**src/rtl/writeback_top.sv**
```systemverilog
// Writeback stage: commits retired results to GPR/segment/MMX files or memory.
// Handles push/pop ESP updates and reports retired PCs.
module writeback_top (
  input  logic        clk,
  input  logic        reset,
  input  logic        flush,
  input  logic        wb_valid,
  output logic        wb_ready,
  input  logic [31:0] wb_dest_address,
  input  logic [31:0] wb_dest_reg,
  input  logic [63:0] wb_result,
  input  logic [2:0]  wb_opsize,
  input  logic        wb_op_a_is_address,
  input  logic        wb_op_a_is_reg,
  input  logic        wb_op_a_is_segment,
  input  logic        wb_op_a_is_mmx,
  input  logic [1:0]  wb_stack_op,
  input  logic [31:0] wb_pc,
  input  logic [31:0] esp_in,
  output logic        gpr_we,
  output logic [2:0]  gpr_idx,
  output logic [3:0]  gpr_be,
  output logic [31:0] gpr_data,
  output logic        seg_we,
  output logic [2:0]  seg_idx,
  output logic [15:0] seg_data,
  output logic        mmx_we,
  output logic [2:0]  mmx_idx,
  output logic [63:0] mmx_data,
  output logic        esp_we,
  output logic [31:0] esp_data,
  output logic        mem_req_valid,
  input  logic        mem_req_ready,
  output logic [31:0] mem_addr,
  output logic [63:0] mem_data,
  output logic [2:0]  mem_size,
  input  logic        mem_done,
  output logic        retire_valid,
  output logic [31:0] retire_pc
);

  typedef struct packed {
    logic [31:0] addr;
    logic [2:0]  idx;
    logic [63:0] res;
    logic [2:0]  size;
    logic        is_addr;
    logic        is_mmx;
    logic        is_seg;
    logic        is_reg;
    logic [1:0]  stk;
    logic [31:0] pc;
  } hold_t;

  localparam logic [1:0] IDLE     = 2'd0;
  localparam logic [1:0] REG_WR   = 2'd1;
  localparam logic [1:0] MEM_REQ  = 2'd2;
  localparam logic [1:0] MEM_WAIT = 2'd3;

  logic [1:0]  state, state_nx;
  hold_t       h;
  logic        accept;
  logic        reg_wr;
  logic [31:0] pop_bytes;
  logic        unused_dest_hi;

  assign unused_dest_hi = ^wb_dest_reg[31:3];

  assign wb_ready = (state == IDLE || state == REG_WR) && !flush;
  assign accept   = wb_valid && wb_ready;

  always_comb begin
    state_nx = state;
    unique case (state)
      IDLE, REG_WR: begin
        if (flush)
          state_nx = IDLE;
        else if (accept)
          state_nx = wb_op_a_is_address ? MEM_REQ : REG_WR;
        else
          state_nx = IDLE;
      end
      MEM_REQ: begin
        if (flush)
          state_nx = IDLE;
        else if (mem_req_ready)
          state_nx = MEM_WAIT;
      end
      MEM_WAIT: begin
        // store already left the stage; flush cannot cancel it
        if (mem_done)
          state_nx = IDLE;
      end
      default: state_nx = IDLE;
    endcase
  end

  always_ff @(posedge clk or negedge reset) begin
    if (!reset) begin
      state <= IDLE;
      h     <= '0;
    end else begin
      state <= state_nx;
      if (accept) begin
        h.addr    <= wb_dest_address;
        h.idx     <= wb_dest_reg[2:0];
        h.res     <= wb_result;
        h.size    <= wb_opsize;
        h.is_addr <= wb_op_a_is_address;
        h.is_mmx  <= wb_op_a_is_mmx;
        h.is_seg  <= wb_op_a_is_segment;
        h.is_reg  <= wb_op_a_is_reg;
        h.stk     <= wb_stack_op;
        h.pc      <= wb_pc;
      end
    end
  end

  assign reg_wr = (state == REG_WR) && !flush;

  assign mmx_we = reg_wr && h.is_mmx;
  assign seg_we = reg_wr && h.is_seg && !h.is_mmx;
  assign gpr_we = reg_wr && h.is_reg && !h.is_seg && !h.is_mmx;

  always_comb begin
    gpr_idx  = h.idx;
    gpr_be   = 4'b1111;
    gpr_data = h.res[31:0];
    unique case (1'b1)
      h.size[0]: begin
        if (h.idx[2]) begin
          // AH..BH live in byte 1 of EAX..EBX
          gpr_idx  = {1'b0, h.idx[1:0]};
          gpr_be   = 4'b0010;
          gpr_data = {16'd0, h.res[7:0], 8'd0};
        end else begin
          gpr_be   = 4'b0001;
          gpr_data = {24'd0, h.res[7:0]};
        end
      end
      h.size[1]: begin
        gpr_be   = 4'b0011;
        gpr_data = {16'd0, h.res[15:0]};
      end
      default: ;
    endcase
  end

  assign seg_idx  = h.idx;
  assign seg_data = h.res[15:0];
  assign mmx_idx  = h.idx;
  assign mmx_data = h.res;

  assign retire_valid = reg_wr || (state == MEM_WAIT && mem_done);
  assign retire_pc    = h.pc;

  assign pop_bytes = h.size[0] ? 32'd1 : (h.size[1] ? 32'd2 : 32'd4);

  assign esp_we   = retire_valid && (h.stk == 2'b01 || h.stk == 2'b10);
  assign esp_data = (h.stk == 2'b01) ? h.addr :
                    (h.stk == 2'b10) ? esp_in + pop_bytes : 32'd0;

  assign mem_req_valid = (state == MEM_REQ) && !flush;
  assign mem_addr      = h.addr;
  assign mem_data      = h.res;
  assign mem_size      = h.size;

endmodule

```
**config.mk**
```make
export PLATFORM = sky130hd
export DESIGN_NAME = writeback_top
export DESIGN_NICKNAME = d
export VERILOG_FILES = /design/src/rtl/writeback_top.sv
export SDC_FILE = /design/constraint.sdc
export NUM_CORES = 1
export LEC_CHECK = 0
export BUFFER_PORTS_ARGS = -buffer_cell sky130_fd_sc_hd__buf_4
export CORE_AREA = 2 2 197 199
export DETAILED_ROUTE_END_ITERATION = 6
export DIE_AREA = 0 0 199 201
export GPL_ROUTABILITY_DRIVEN = 0
export PLACE_DENSITY = 0.5
export SLEW_MARGIN = 20
export SYNTH_ARGS = -nofsm -noshare
export SYNTH_HDL_FRONTEND = slang
export SYNTH_SLANG_ARGS = --single-unit
```
**constraint.sdc**
```tcl
create_clock -name clk -period 3.7 [get_ports clk]
set_clock_uncertainty 0.1 [all_clocks]
set_input_delay 0.37 -clock clk [delete_from_list [all_inputs] [get_ports clk]]
set_output_delay 0.37 -clock clk [all_outputs]
set_load 0.1 [all_outputs]
```
==> run metrics <==
status=completed; post-DP HPWL=20.8 mm; Worst Tran Pin Value=0.704 ns; largest net degree at the start of global routing=69; antenna violations before repair=0; Die H=201 um; Rows=72; sequential area share after synthesis=42.3%; post-synthesis cell area=8340 um^2; post-layout min period=3.45 ns; Mapped Cells=1049; total CTS buffers=17; synthesized flop and latch total=141; crit path max fanout=15; postcts setup bufs=0; Worst EP arrival=2.98 ns; cts hold-fix bufs=110; vias in the first global route=7870; Peak VDD IR=411 uV; Worst path slowest cell=maj3_1; GRT Total Usage=14.3%; Sw Ratio=59.1%; max-cap violations=0; Synth area leaders=dfrtp_1 42%, nand2_1 21%, buf_4 20%, xor2_1 2.7%, and2_1 2.0%; Longest Clk Path Bufs=2; min-delay src=wb_pc[19]; Pleak=0.00665 uW; Cell variety after synth=38; Worst R2R Start=state[1]; Clock transition at path regs=0.06 ns; drt via density=3.95; sw power=6060 uW; most common cell after layout, fill and taps aside=buf_4; Synth Warn #=0; die area=40000 um^2; Core Region=38100 um^2; final instance area=12700 um^2; Crit. Startpoint=mem_size[1]; sequence of cells on the critical path=nand2b_1 -> inv_1 -> ha_1 -> a21o_1 -> maj3_1 -> nand4_1 -> xor2_1 -> o31ai_2 -> buf_4; most frequent cells in the layout=481 x buf_4, 456 x nand2_1, 141 x dfrtp_1; Slew Viols, Final=0; fillcell total=3984; via count=7619; Max-Slew Margin vs Limit=52.7%; final hold slack=0.0347 ns; placed cell area=10900 um^2; final hold violations=0; port bufs=472; Yosys top cell by area=dfrtp_1; Seq pwr share=20.5%; CP Capture Type=output pin; Worst Path Class, Setup=reg -> out; Pre-antenna DRT Iters=4; CTS tree=yes; antenna-violating nets left=0; H-tree Lvls=4; first-pass GRT wire length=44.1 mm; Root Driver=clkbuf_16; DRT Wirelength=28.8 mm; # IOs=502; Syn-to-layout area delta=52.0%; Hold Path Class=in -> reg; chip width=199 um; Required @ worst endpoint=3.23 ns; FF-to-FF setup slack=1.55 ns; syn nets=1261; clk sink count=141; Synth top area share=42.3%; layout cells sized above 1=38.1%; GR Overflow Total=0; P per Cell Area=809 nW/um^2; routed len/inst=14.9 um; clock network power share=18.7%; P_int=4190 uW; # diodes=0; maximum clock frequency=290 MHz; # DRC=0; nets@finish=1610; Initial Utilization=21.9%; CP Launch Type=flip-flop; final setup vio count=0; clk_lat worst skew=0.44 ns; fin crit share=93.2%; Comb power frac=60.8%; critical path's largest stage delay=0.61 ns; Avg Cell Area, Syn=7.95 um^2; RSZ-0062 raised after global routing=false; post_cts resized=0; Iter 0 DRT Violations=275
kinds of logic (layout without fill, tap and decap cells):
kind of cell | Yosys count | after routing | synth area share [%]
muxes | 1 | 1 | 0.120
DFF | 141 | 141 | 42.3
xor gates and xnor gates | 30 | 30 | 3.15
AOI/OAI and AO/OA | 47 | 47 | 3.53
and+or+nand+nor | 548 | 548 | 27.3
adders and majority gates | 7 | 7 | 1.08
buffers and inverters | 275 | 637 | 22.5
metrics by stage:
stage / setup WS [ns] / total power [uW] / instances / util (%) / setup TNS (ns)
2_1_floorplan: -0.101 / 7520 / 1049 / - / -0.101
4_1_cts: 0.166 / 10400 / 1929 / 33.2 / 0
5_1_grt: 0.0756 / 10600 / 1929 / 33.2 / 0
3_5_place_dp: 0.665 / 8280 / 1787 / 28.6 / 0
3_3_place_gp: 0.733 / 8270 / 1787 / 28.6 / 0
6_report: 0.250 / 10200 / 1929 / 33.2 / 0
worst paths after layout:
kind | end | cells after the start
setup / recovery | esp_data[17] | 9
hold / removal | retire_pc[19] | 3
setup reg to reg | retire_pc[12] | 5
hold reg to reg | retire_pc[26] | 2
max in group asynchronous | retire_pc[4] | 4
min in group asynchronous | retire_pc[1] | 2
final cells by class:
cell class / count / area (um^2) / share of cell area, %
repair buffers: 596 / 4800 / 37.9
flip-flops and latches: 141 / 3530 / 27.8
multi-input cells: 633 / 3000 / 23.7
well taps: 518 / 648 / 5.12
clock buffers: 22 / 494 / 3.90
clock inverters: 10 / 159 / 1.25
inverters: 9 / 33.8 / 0.267
critical path, delay by kind of cell, from the launching register on:
family,cells,cell delay [ns]
AO/OA/AOI/OAI,2,0.29
XOR/XNOR,1,0.18
adder cells (fa/ha/maj),2,0.88
buffers and inverters,2,0.39
flip-flops,1,0.44
AND/OR/NAND/NOR,2,0.35
power groups by stage:
stage / clock network, uW / registers (uW) / logic, uW
3_5_place_dp: 0 / 2120 / 6160
3_3_place_gp: 0 / 2120 / 6150
4_1_cts: 1990 / 2110 / 6260
6_report: 1920 / 2100 / 6230
2_1_floorplan: 0 / 2010 / 5500
5_1_grt: 2060 / 2150 / 6420
cell usage after synthesis, drive strengths merged:
| cell | n |
|---|---|
| nand2 | 457 |
| buf | 233 |
| dfrtp | 141 |
| clkbuf | 33 |
| and2 | 27 |
| o21ai | 26 |
| xor2 | 26 |
| nand4 | 16 |
| nand3 | 12 |
| a22o | 9 |
| inv | 9 |
| nor2 | 8 |
| and3 | 7 |
| o31ai | 6 |
| and4 | 5 |
| ha | 4 |
| xnor2 | 4 |
| a21oi | 3 |
| nand2b | 3 |
| nor2b | 3 |
| maj3 | 2 |
| nor3b | 2 |
| or4 | 2 |
| a21o | 1 |
| a32o | 1 |
| fa | 1 |
| mux2i | 1 |
| nand3b | 1 |
| nand4b | 1 |
| nor3 | 1 |
| nor4 | 1 |
| nor4b | 1 |
| o211ai | 1 |
| or2 | 1 |
per-layer routing:
metal	track usage [%]	vias up	routed length [um]
li1	-	3752	-
met1	16.7	3556	12000
met2	25.2	287	14400
met3	4.22	24	2040
met4	4.37	0	417
met5	0	-	0
sequential cells by signal, indices dropped and copies added (netlist names):
| register | count |
|---|---|
| mem_data | 64 |
| mem_addr | 32 |
| retire_pc | 32 |
| h | 5 |
| mem_size | 3 |
| mmx_idx | 3 |
| state | 2 |
(Power assumes the default switching activity.)
